[src/rtl/uart_rx_cfg.sv]
// uart_rx_cfg: configurable-frame UART receiver (5..9 data bits, none/even/odd
// parity, 1 or 2 stop bits) with an input synchroniser, 3-tap majority vote,
// break detection, and a single-entry valid/ready holding register.
//
// Ports:
//   clk          in   system clock, rising edge
//   rst          in   synchronous active-high reset
//   rx_serial_in in   asynchronous serial line, idle high
//   rx_data_out  out  received word, stable while rx_valid is high
//   rx_valid     out  rx_data_out / parity_err / frame_err are valid
//   rx_ready     in   consumer takes the word when rx_valid && rx_ready
//   parity_err   out  word had a parity mismatch (qualified by rx_valid)
//   frame_err    out  a stop bit was sampled low (qualified by rx_valid)
//   overrun_err  out  one-cycle pulse: a completed frame was dropped
//   break_det    out  one-cycle pulse: an all-zero frame (break) was seen
//   busy         out  receiver is not idle
module uart_rx_cfg #(
    parameter int CLK_FREQ        = 100_000_000,
    parameter int BAUD_RATE       = 19200,
    parameter int OVERSAMPLE_RATE = 16,
    parameter int DATA_BITS       = 8,
    parameter int PARITY          = 0,
    parameter int STOP_BITS       = 1,
    parameter int SYNC_STAGES     = 2
) (
    input  logic                 clk,
    input  logic                 rst,
    input  logic                 rx_serial_in,
    output logic [DATA_BITS-1:0] rx_data_out,
    output logic                 rx_valid,
    input  logic                 rx_ready,
    output logic                 parity_err,
    output logic                 frame_err,
    output logic                 overrun_err,
    output logic                 break_det,
    output logic                 busy
);

    localparam int   TICK_CNT = CLK_FREQ / BAUD_RATE / OVERSAMPLE_RATE;
    localparam int   MID      = OVERSAMPLE_RATE / 2;
    localparam int   TW       = $clog2(TICK_CNT);
    localparam int   SW       = $clog2(OVERSAMPLE_RATE);
    localparam int   BW       = 4;
    localparam logic ODD      = (PARITY == 2);

    localparam logic [2:0] S_IDLE   = 3'd0;
    localparam logic [2:0] S_START  = 3'd1;
    localparam logic [2:0] S_DATA   = 3'd2;
    localparam logic [2:0] S_PARITY = 3'd3;
    localparam logic [2:0] S_STOP   = 3'd4;
    localparam logic [2:0] S_BREAK  = 3'd5;

    logic [2:0]             state_q, state_d;
    logic [SYNC_STAGES-1:0] sync_q, sync_d;
    logic [TW-1:0]          tick_cnt_q, tick_cnt_d;
    logic [SW-1:0]          sample_cnt_q, sample_cnt_d;
    logic [2:0]             vote_q, vote_d;
    logic [BW-1:0]          bit_cnt_q, bit_cnt_d;
    logic [DATA_BITS-1:0]   shift_q, shift_d;
    logic                   par_pend_q, par_pend_d;
    logic                   frm_pend_q, frm_pend_d;
    logic                   nz_q, nz_d;
    logic [DATA_BITS-1:0]   data_q, data_d;
    logic                   valid_q, valid_d;
    logic                   perr_q, perr_d;
    logic                   ferr_q, ferr_d;
    logic                   ovr_q, ovr_d;
    logic                   brk_q, brk_d;

    logic rxs, tick, vote, last_sample, decide;

    assign rxs         = sync_q[SYNC_STAGES-1];
    assign tick        = (state_q != S_IDLE) && (tick_cnt_q == TW'(TICK_CNT - 1));
    assign vote        = (vote_q[0] & vote_q[1]) | (vote_q[0] & vote_q[2]) | (vote_q[1] & vote_q[2]);
    assign last_sample = (sample_cnt_q == SW'(OVERSAMPLE_RATE - 1));
    // Bit decisions fall one full bit period after the validated start centre.
    assign decide      = tick && last_sample;

    always_comb begin
        state_d      = state_q;
        sync_d       = {sync_q[SYNC_STAGES-2:0], rx_serial_in};
        tick_cnt_d   = tick_cnt_q;
        sample_cnt_d = sample_cnt_q;
        vote_d       = vote_q;
        bit_cnt_d    = bit_cnt_q;
        shift_d      = shift_q;
        par_pend_d   = par_pend_q;
        frm_pend_d   = frm_pend_q;
        nz_d         = nz_q;
        data_d       = data_q;
        valid_d      = valid_q;
        perr_d       = perr_q;
        ferr_d       = ferr_q;
        ovr_d        = 1'b0;
        brk_d        = 1'b0;

        // Tick counter is parked at 0 while idle so the first tick lands
        // exactly TICK_CNT cycles after start detection.
        if (state_q == S_IDLE || tick) begin
            tick_cnt_d = '0;
        end else begin
            tick_cnt_d = tick_cnt_q + 1'b1;
        end

        if (tick) begin
            vote_d       = {vote_q[1:0], rxs};
            sample_cnt_d = last_sample ? '0 : sample_cnt_q + 1'b1;
        end

        if (valid_q && rx_ready) begin
            valid_d = 1'b0;
        end

        case (state_q)
            S_IDLE: begin
                if (!rxs) begin
                    sample_cnt_d = '0;
                    vote_d       = '0;
                    bit_cnt_d    = '0;
                    par_pend_d   = 1'b0;
                    frm_pend_d   = 1'b0;
                    nz_d         = 1'b0;
                    state_d      = S_START;
                end
            end
            S_START: begin
                if (tick && sample_cnt_q == SW'(MID)) begin
                    if (!vote) begin
                        sample_cnt_d = '0;
                        state_d      = S_DATA;
                    end else begin
                        state_d = S_IDLE;
                    end
                end
            end
            S_DATA: begin
                if (decide) begin
                    shift_d = {vote, shift_q[DATA_BITS-1:1]};
                    nz_d    = nz_q | vote;
                    if (bit_cnt_q == BW'(DATA_BITS - 1)) begin
                        bit_cnt_d = '0;
                        state_d   = (PARITY != 0) ? S_PARITY : S_STOP;
                    end else begin
                        bit_cnt_d = bit_cnt_q + 1'b1;
                    end
                end
            end
            S_PARITY: begin
                if (decide) begin
                    nz_d = nz_q | vote;
                    if (vote != ((^shift_q) ^ ODD)) begin
                        par_pend_d = 1'b1;
                    end
                    state_d = S_STOP;
                end
            end
            S_STOP: begin
                if (decide) begin
                    nz_d = nz_q | vote;
                    if (!vote) begin
                        frm_pend_d = 1'b1;
                    end
                    if (bit_cnt_q == BW'(STOP_BITS - 1)) begin
                        if (!(nz_q || vote)) begin
                            // Every sampled bit was low: a break, not a word.
                            brk_d   = 1'b1;
                            state_d = S_BREAK;
                        end else begin
                            // Leave mid stop bit so a back-to-back start is caught.
                            state_d = S_IDLE;
                            if (!valid_q || rx_ready) begin
                                data_d  = shift_q;
                                perr_d  = par_pend_q;
                                ferr_d  = frm_pend_q | ~vote;
                                valid_d = 1'b1;
                            end else begin
                                ovr_d = 1'b1;
                            end
                        end
                    end else begin
                        bit_cnt_d = bit_cnt_q + 1'b1;
                    end
                end
            end
            S_BREAK: begin
                if (tick && vote) begin
                    state_d = S_IDLE;
                end
            end
            default: state_d = S_IDLE;
        endcase
    end

    always_ff @(posedge clk) begin
        if (rst) begin
            state_q      <= S_IDLE;
            sync_q       <= '1;
            tick_cnt_q   <= '0;
            sample_cnt_q <= '0;
            vote_q       <= '0;
            bit_cnt_q    <= '0;
            shift_q      <= '0;
            par_pend_q   <= 1'b0;
            frm_pend_q   <= 1'b0;
            nz_q         <= 1'b0;
            data_q       <= '0;
            valid_q      <= 1'b0;
            perr_q       <= 1'b0;
            ferr_q       <= 1'b0;
            ovr_q        <= 1'b0;
            brk_q        <= 1'b0;
        end else begin
            state_q      <= state_d;
            sync_q       <= sync_d;
            tick_cnt_q   <= tick_cnt_d;
            sample_cnt_q <= sample_cnt_d;
            vote_q       <= vote_d;
            bit_cnt_q    <= bit_cnt_d;
            shift_q      <= shift_d;
            par_pend_q   <= par_pend_d;
            frm_pend_q   <= frm_pend_d;
            nz_q         <= nz_d;
            data_q       <= data_d;
            valid_q      <= valid_d;
            perr_q       <= perr_d;
            ferr_q       <= ferr_d;
            ovr_q        <= ovr_d;
            brk_q        <= brk_d;
        end
    end

    assign rx_data_out = data_q;
    assign rx_valid    = valid_q;
    assign parity_err  = perr_q;
    assign frame_err   = ferr_q;
    assign overrun_err = ovr_q;
    assign break_det   = brk_q;
    assign busy        = (state_q != S_IDLE);

endmodule

[config.mk]
export PLATFORM = sky130hd
export DESIGN_NAME = uart_rx_cfg
export DESIGN_NICKNAME = d
export VERILOG_FILES = /design/src/rtl/uart_rx_cfg.sv
export SDC_FILE = /design/constraint.sdc
export NUM_CORES = 1
export LEC_CHECK = 0
export ABC_AREA = 1
export CORE_MARGIN = 2
export CORE_UTILIZATION = 35
export CTS_CLUSTER_SIZE = 12
export DETAILED_ROUTE_END_ITERATION = 12
export GPL_TIMING_DRIVEN = 0
export PLACE_DENSITY = 0.57
export SLEW_MARGIN = 20
export SYNTH_ARGS = -nofsm -noshare
export SYNTH_HDL_FRONTEND = slang
export SYNTH_SLANG_ARGS = --single-unit
[constraint.sdc]
create_clock -name clk -period 1.95 [get_ports clk]
set_input_delay 0.39 -clock clk [delete_from_list [all_inputs] [get_ports clk]]
set_output_delay 0.39 -clock clk [all_outputs]
set_load 0.02 [all_outputs]
# After elaboration in Yosys (flattened, before gate mapping)
# Cells that the tools add are included.
# op_classes
addsub	3
eq_ne	22
muxes	43
bitwise_logic	12
n_reduce_logical	28
# op_table
cell	n
$mux 4	10
$mux 3	12
$ne 2x2->1 const B	11
$pmux 3 s6	1
$mux 1	14
$pmux 4 s3	1
$reduce_and 5->1	2
$add 9x1->9 const B	1
$eq 9x9->1 const B	1
$add 4x1->4 const B	2
$eq 4x4->1 const B	2
$pmux 4 s2	1
$reduce_and 4->1	2
$reduce_and 8->1	1
$reduce_xor 8->1	1
$eq 3x2->1 const B	2
$eq 3x3->1 const B	2
$pmux 1 s2	3
$reduce_bool 2->1	3
$reduce_bool 3->1	2
$logic_and 1x1->1	5
$not 1->1	5
$reduce_or 5->1	1
$eq 4x3->1 const B	1
other kinds (15)	22
# word_totals
register_bits	49
inputBits	4
output_inout_bits	14
elab_cells	124

# Depth between registers and ports, before layout
# Gate-level depths: netlist of the first run.
# logic_depth
ltp_word	8
depth_mapped	13
ltp_nobuf	13

# Least setup slack after synthesis of the first run
# Ideal clock, no wire load.
# synth_path
path_kind	reg-to-reg
start	reg tick_cnt_q[0]
end	reg ferr_q, in the netlist frame_err
setup_time_ps	113
arrival_ps	1517
required_time_ps	1837
slack_ps	319
stages_incl_launch_ff	13
n_path_buf	1
synth_period_minus_slack_ps	1631
cell_sequence	dfxtp_1 -> inv_1 -> ha_1 -> nand2_1 -> nor2_2 -> nand3_4 -> inv_4 -> nand3_4 -> inv_4 -> nand4_4 -> buf_6 -> o21ai_1 -> nor2_1
# synth_via
elab_chain_len	4
# synth_rtl
element	line_no	text
start, declared	55	logic [TW-1:0] tick_cnt_q, tick_cnt_d;
start signal, assigned	215	tick_cnt_q <= tick_cnt_d;
$eq 9x9->1	73	assign tick = (state_q != S_IDLE) && (tick_cnt_q == TW'(TICK_CNT - 1));
$logic_and 1x1->1	73	
$logic_and 1x1->1	77	assign decide = tick && last_sample;
$reduce_and 5->1 (no source line)	--	
end signal, assigned	226	ferr_q <= ferr_d;
end, declared	66	logic ferr_q, ferr_d;
# No other way between the ends.
# A chain may end at the register's enable or synchronous reset.

# Worst setup path after layout of the first run
# Ends and elaborated chain as after synthesis.

==> results of run 1 <==
stage by stage:
step | cell area [um2] | total power, mW | setup WS, ps
2_1_floorplan | 2492 | 2.056 | 319.4
3_3_place_gp | 2773 | 2.287 | 74.60
3_5_place_dp | 2773 | 2.303 | 46.47
4_1_cts | 2894 | 3.063 | 33.13
5_1_grt | 2935 | 3.311 | -1.013
6_report | 2935 | 3.063 | 149.0
cells by family (layout without fill, tap and decap cells):
| kind of cell | Yosys count | after routing |
|---|---|---|
| AO/OA/AOI/OAI | 44 | 44 |
| XOR/XNOR | 7 | 7 |
| adder cells (fa/ha/maj) | 6 | 6 |
| buffers and inverters | 63 | 90 |
| flip-flops | 49 | 49 |
| AND/OR/NAND/NOR | 192 | 192 |
layer usage:
layer | vias up | share of wire [%] | global-route usage, %
met5 | - | 0 | 0
met4 | 0 | 0.97 | 3.030
met3 | 4 | 2.9 | 3.265
met2 | 22 | 45 | 21.12
met1 | 909 | 51 | 17.67
li1 | 1179 | - | -
cell type report:
class | instances | area (um2) | share of cell area (%)
multi-input combinational | 249 | 1275 | 43.44
sequential | 49 | 982.2 | 33.46
inverter | 58 | 225.2 | 7.673
timing repair buffer | 19 | 181.4 | 6.181
tap | 96 | 120.1 | 4.092
clock buffer | 7 | 86.33 | 2.941
buffer | 5 | 35.03 | 1.194
clock inverter | 1 | 30.03 | 1.023
synth_stat cells (all sizes together), types with 3 or more instances:
library cell	n	area, um2
xnor2	3	26.28
ha	6	75.07
nor2	67	266.5
dfxtp	49	980.9
a21oi	17	85.08
xor2	4	35.03
buf	3	27.52
inv	57	219.0
nor3	8	51.30
nand2	87	344.1
nand3	19	120.1
o21ai	16	80.08
nand4	4	40.04
nor3b	4	30.03
a211oi	8	60.06
power groups by stage:
stage               logic (mW)  clock network [mW]  registers, mW
global placement          1.10                   0           1.19
finish                    1.14               0.745           1.18
detailed placement        1.11                   0           1.19
floorplan                0.880                   0           1.18
CTS                       1.10               0.779           1.18
global route              1.30               0.816           1.19
worst max-delay path: stages (launching register included):
cell     delay (ps)
dfxtp_1         340
inv_1            60
ha_1            140
nand2_1          80
nor2_4          160
nand3_4         140
inv_4           110
nand3_4         100
inv_4           120
nand4_4          90
buf_6           160
o21ai_1         140
nor2_1           50
worst min path at each step:
stage | startpoint | end | slack (ps)
after CTS | sync_q[0]$_SDFF_PP1_ | sync_q[1]$_SDFF_PP1_ | 420
after global placement | sync_q[0]$_SDFF_PP1_ | sync_q[1]$_SDFF_PP1_ | 390
after detailed placement | sync_q[0]$_SDFF_PP1_ | sync_q[1]$_SDFF_PP1_ | 400
after global routing | sync_q[0]$_SDFF_PP1_ | sync_q[1]$_SDFF_PP1_ | 430
after floorplan | sync_q[0]$_SDFF_PP1_ | sync_q[1]$_SDFF_PP1_ | 390
final | sync_q[0]$_SDFF_PP1_ | sync_q[1]$_SDFF_PP1_ | 420
repair_timing:
item,CTS,global route
setup endpoints to repair,1,20
resized for setup,3,6
hold buffers,0,0
setup buffers,0,3
pin swaps,0,1
registers in the layout (all words and copies together), names as in the netlist, 2 cells and up:
name	flops
shift_q	8
bit_cnt_q	4
state_q	3
rx_data_out	8
tick_cnt_q	9
sample_cnt_q	4
sync_q	2
vote_q	3
==> metrics.md, run 1 <==
| Metric | Value |
|---|---|
| Via/cell ratio | `around 4.4` |
| Fillers | `around 750` |
| Cells after DPL | `about 470` |
| DRT Pass-1 Iters | `4` |
| Reg2Reg Depth | `12` |
| Async set-reset flop share out of synthesis | `0%` |
| Starting Density | `36.48%` |
| Achievable Freq | `around 560 MHz` |
| Die X | `~88 um` |
| GRT Total Usage | `13.08%` |
| Die area | `between 7000 and 8000 um2` |
| Initial drt markers | `66` |
| TritonCTS Buffers | `5` |
| Final Non-Filler Cells | `roughly 480` |
| Worst setup path class | `flip-flop to flip-flop` |
| Initial antenna violation count | `0` |
| Final Critical Period | `approximately 1800 ps` |
| Final setup viols | `0` |
| Total wire length | `4828 um` |
| Largest net degree at the start of global routing | `15` |
| # H-tree levels | `2` |
| Nets | `397` |
| Hold_ws | `415.8 ps` |
| R2r startpoint | `tick_cnt_q[0]$_SDFF_PP0_` |
| Root buf cell | `clkbuf_8` |
| DP HPWL | `roughly 3600 um` |
| Slack of the worst reg-to-reg path | `150 ps` |
| Worst-skew pair later-pin latency | `~290 ps` |
| Internal power | `1.873 mW` |
| Routability cong. | `0.7767` |
| Port bufs | `16` |
| Synth cell types | `33` |
| Max FO, Critical Path | `10` |
| Origin of the worst setup path | `tick_cnt_q[0]$_SDFF_PP0_` |
| Outcome | `finished, final reports clean` |
| Share of cells above drive strength 1 | `9.021%` |
| WP data arrival | `2000 ps` |
| Chip Height | `88.39 um` |
| IO Count | `18` |
| Vias in the first global route | `1,839` |
| Synth Area in XOR/XNOR | `about 2.5%` |
| Net switching power | `1.190 mW` |
| Critical Path Start Type | `flip-flop` |
| Synth Area in Adders | `3.012%` |
| Most common cell after layout, fill and taps aside | `nand2_1` |
| GRT overflow | `0` |
| Setup TNS | `0 ps` |
| Ys flop type | `dfxtp_1` |
| Yosys warns | `0` |
| Final Cycle Share | `92.36%` |
| CTS Sinks | `between 40 and 50` |
| Crit path capture type | `flip-flop` |
| Pleak | `1.298 nW` |
| Compound-gate portion of the synthesized area | `9.890%` |
| Number of max-cap violations | `0` |
| #FFs+latches synth | `49` |
| Simple-gate portion of the synthesized area | `34.94%` |
| CTS tree | `done` |
| Clock share of power | `24.3%` |
| Req. time, crit path | `2150 ps` |
| Clock Tree Buf Depth | `2` |
| Drt drc | `0` |
| Clock transition at the registers of the reported paths | `90 ps` |
| Max IR drop VDD | `0.7924 mV` |
| PD cells | `1043 nW/um2` |
| Final antenna-violating net count | `0` |
| Share of power burned in registers | `38.5%` |
| Cell count after synthesis | `361` |
| Slew Viols, Final | `0` |
| Crit path to | `frame_err$_SDFFE_PP0P_` |
| Core Region | `6832 um2` |
| Syn_area_per_cell | `6.904 um2` |
| Final hold vios | `0` |
| Area Growth Syn to Fin | `17.77%` |
| Mapped Area | `about 2500 um2` |
| Via count | `approximately 2,100` |
| First-pass GRT wire length | `8142 um` |
| Skew final | `7.602 ps` |
| Util after Layout | `a little over two fifths` |
| Hold depth | `1` |
| Hold crit path type | `flip-flop to flip-flop` |
| Mux contribution to synthesized area | `0%` |
| Relative slew slack | `58.95%` |
| Std cell rows | `30` |
| Most frequent cells in the layout | `nand2_1, nor2_1, inv_1, dfxtp_1` |
| Ant diodes | `0` |
| Drt wl/cell | `approximately 10 um` |
| Slew @ Worst Pin | `609.2 ps` |
| Sw Share | `between 30% and 40%` |
| Main combinational cell family by area after synthesis | `simple AND/OR/NAND/NOR gates` |
| EDFF count, synth | `0` |
| Reg2Reg Capture Point | `frame_err$_SDFFE_PP0P_` |
| Syn nets | `371` |
| Sequential element share of the synthesized area | `39.36%` |
| Combinational share of power | `37.1%` |
No activity file was read; power rests on OpenSTA's default activity.
==> inputs of run 2 (changes only) <==
--- a/config.mk
+++ b/config.mk
@@ -6,6 +6,7 @@
 export NUM_CORES = 1
 export LEC_CHECK = 0
 export ABC_AREA = 1
+export CORE_ASPECT_RATIO = 0.8
 export CORE_MARGIN = 2
 export CORE_UTILIZATION = 35
 export CTS_CLUSTER_SIZE = 12
@@ -16,3 +17,4 @@
 export SYNTH_ARGS = -nofsm -noshare
 export SYNTH_HDL_FRONTEND = slang
 export SYNTH_SLANG_ARGS = --single-unit
+export TNS_END_PERCENT = 20
==> run 2 against run 1 <==
Worst hold slack about the same. Wire length is 4.2% higher. Highest routed layer unchanged. Critical path depth grew 1. Fmax grew 1.8%. Total power grew 3.9%. Register-to-register slack improved by 30 ps. Sequential cell count did not move. Critical path type unchanged. Die area is essentially flat. Clock power up 17%. Largest cell class unchanged.
==> metrics.md, run 2 (synthesis results as in run 1) <==
| Metric | Value |
|---|---|
| Clock Tree Buf Depth | `2` |
| Drt wl/cell | `between 10 and 15 um` |
| Max reg flops | `9` |
| Std cell rows | `27` |
| Share of power burned in registers | `37.1%` |
| Reg2Reg Depth | `13` |
| Final setup viols | `0` |
| Crit-path cells | `inv_1 > ha_1 > nand2_1 > nor2_4 > nand3_1 > nor2_2 > nand2_1 > nand2_1 > inv_1 > nor2_1 > nand3_1 > nand2_1 > nor2_1` |
| Slack of the worst reg-to-reg path | `180 ps` |
| Nets | `396` |
| Most common cell on crit path | `nand2_1` |
| Sw Share | `38.01%` |
| Die area | `7816 um2` |
| # H-tree levels | `2` |
| Slew Viols, Final | `0` |
| Clock share of power | `27.4%` |
| Initial drt markers | `between 100 and 150` |
| Achievable Freq | `~570 MHz` |
| Core Region | `just under 7000 um2` |
| Internal power | `1.972 mW` |
| PD cells | `~1100 nW/um2` |
| Crit path capture type | `flip-flop` |
| Routability cong. | `slightly above 0.8` |
| Net switching power | `1.210 mW` |
| Max FO, Critical Path | `4` |
| Ant diodes | `0` |
| Area Growth Syn to Fin | `17.87%` |
| Total wire length | `roughly 5000 um` |
| Reg2Reg Capture Point | `state_q[2]$_SDFFE_PP0P_` |
| Relative slew slack | `between 50% and 60%` |
| Most frequent cells in the layout | `nand2_1, nor2_1, inv_1, dfxtp_1` |
| Crit path to | `state_q[2]$_SDFFE_PP0P_` |
| CP bufs+invs | `2` |
| Final Cycle Share | `90.69%` |
| Smallest setup slack after layout | `181.5 ps` |
| Share of cells above drive strength 1 | `9.044%` |
| Largest net degree at the start of global routing | `17` |
| Final Critical Period | `1769 ps` |
| Combinational share of power | `35.4%` |
| Vias in the first global route | `1,866` |
| DP HPWL | `3722 um` |
| Worst-skew pair later-pin latency | `roughly 300 ps` |
| Slowest-stage cell, CP | `dfxtp_1` |
| Tot Pwr | `3.182 mW` |
| Via count | `between 2,000 and 2,500` |
| Final hold vios | `0` |
| GRT Total Usage | `13.56%` |
| CTS Sinks | `between 40 and 50` |
| Outcome | `finished, final reports clean` |
| Final antenna-violating net count | `0` |
| Origin of the worst setup path | `tick_cnt_q[0]$_SDFF_PP0_` |
| Chip Height | `approximately 79 um` |
| GRT overflow | `0` |
| IO Count | `18` |
| CTS Hold Bufs | `0` |
| First-pass GRT wire length | `8556 um` |
| R2r startpoint | `tick_cnt_q[0]$_SDFF_PP0_` |
| Via/cell ratio | `4.511` |
| Clock transition at the registers of the reported paths | `100 ps` |
| Port bufs | `16` |
| Top reg by flops | `tick_cnt_q` |
| Most common cell after layout, fill and taps aside | `nand2_1` |
| Number of max-cap violations | `0` |
| Hold crit path type | `flip-flop to flip-flop` |
| Critical path depth in cells | `13` |
| WP data arrival | `1970 ps` |
| Root buf cell | `clkbuf_8` |
| Setup TNS | `0 ps` |
| Max IR drop VDD | `~0.54 mV` |
| Req. time, crit path | `2150 ps` |
| Initial antenna violation count | `0` |
| Skew final | `12.26 ps` |
| Drt drc | `0` |
| Hold_ws | `416.0 ps` |
| Pleak | `approximately 1.3 nW` |
| Slowest stage delay, CP | `350 ps` |
| Worst setup path class | `flip-flop to flip-flop` |
| DRT Pass-1 Iters | `4` |
| Starting Density | `36.17%` |
| Pre-CTS WS | `65.81 ps` |
| CTS tree | `done` |
| CP delay by family, top | `simple AND/OR/NAND/NOR gates` |
| Slew @ Worst Pin | `roughly 690 ps` |
| Critical Path Start Type | `flip-flop` |
| Die X | `between 90 and 100 um` |
| TritonCTS Buffers | `5` |
==> run 2: changes by cell type in the layout (fill, tap and decap cells not counted) <==
cell | previous run | this run
o21ai_1 | 2 | 1
dlygate4sd2_1 | 1 | 0
o21ai_0 | 13 | 14
dfxtp_2 | 1 | 2
dlymetal6s2s_1 | 0 | 1
nor3_1 | 6 | 7
buf_4 | 3 | 2
nor3_2 | 1 | 0
clkbuf_1 | 3 | 2
clkbuf_8 | 6 | 5
inv_6 | 0 | 1
dfxtp_1 | 48 | 47
bufinv_16 | 1 | 2
==> run 2: power groups by stage <==
stage          clock network, mW  registers [mW]  logic, mW
6_report                   0.873            1.18       1.13
5_1_grt                    0.945            1.19       1.29
4_1_cts                    0.900            1.18       1.11
3_5_place_dp                   0            1.19       1.10
3_3_place_gp                   0            1.19       1.10
2_1_floorplan                  0            1.18      0.880
==> run 2: how the worst min path moves through the flow <==
stage / from / to / slack [ps] / depth (start not counted)
CTS: sync_q[0]$_SDFF_PP1_ / sync_q[1]$_SDFF_PP1_ / 420 / 1
global placement: sync_q[0]$_SDFF_PP1_ / sync_q[1]$_SDFF_PP1_ / 400 / 1
detailed placement: sync_q[0]$_SDFF_PP1_ / sync_q[1]$_SDFF_PP1_ / 400 / 1
global route: sync_q[0]$_SDFF_PP1_ / sync_q[1]$_SDFF_PP1_ / 440 / 1
finish: sync_q[0]$_SDFF_PP1_ / sync_q[1]$_SDFF_PP1_ / 420 / 1
floorplan: sync_q[0]$_SDFF_PP1_ / sync_q[1]$_SDFF_PP1_ / 390 / 1
==> run 2: routing by layer <==
layer	GRT usage (%)	up-vias	part of all wire, %
met4	4.110	0	0.78
met3	3.503	2	4.7
li1	-	1177	-
met2	20.27	31	40
met1	19.18	928	54
met5	0	-	0
==> run 2: what timing repair did <==
action,CTS,global route
buffers inserted,0,2
gates resized for setup,3,5
pin swaps,0,0
setup endpoints to repair,1,22
cloned,0,0
==> run 2: area by class of cell <==
class                   instances  area [um2]
fillers                       754        3954
multi-input cells             249        1270
plain buffers                   5       35.03
flip-flops and latches         49       983.4
clock buffers                   5       68.82
well taps                      87       108.9
clock inverters                 3       68.82
inverters                      58       225.2
repair buffers                 18       177.7
==> run 2: worst reg2reg max path: cells and delay by family (launching register included) <==
family | cells | cell delay, ps
flip-flops | 1 | 350
AND/OR/NAND/NOR | 10 | 1070
buffers and inverters | 2 | 100
adder cells (fa/ha/maj) | 1 | 150
==> run 2: stage by stage <==
step | instance area [um2] | std cells | utilization [%]
after CTS | 2907 | 472 | 42.18
after global placement | 2761 | 464 | 40.07
after global routing | 2938 | 474 | 42.63
after floorplan | 2492 | 361 | -
final | 2938 | 474 | 42.63
after detailed placement | 2761 | 464 | 40.07
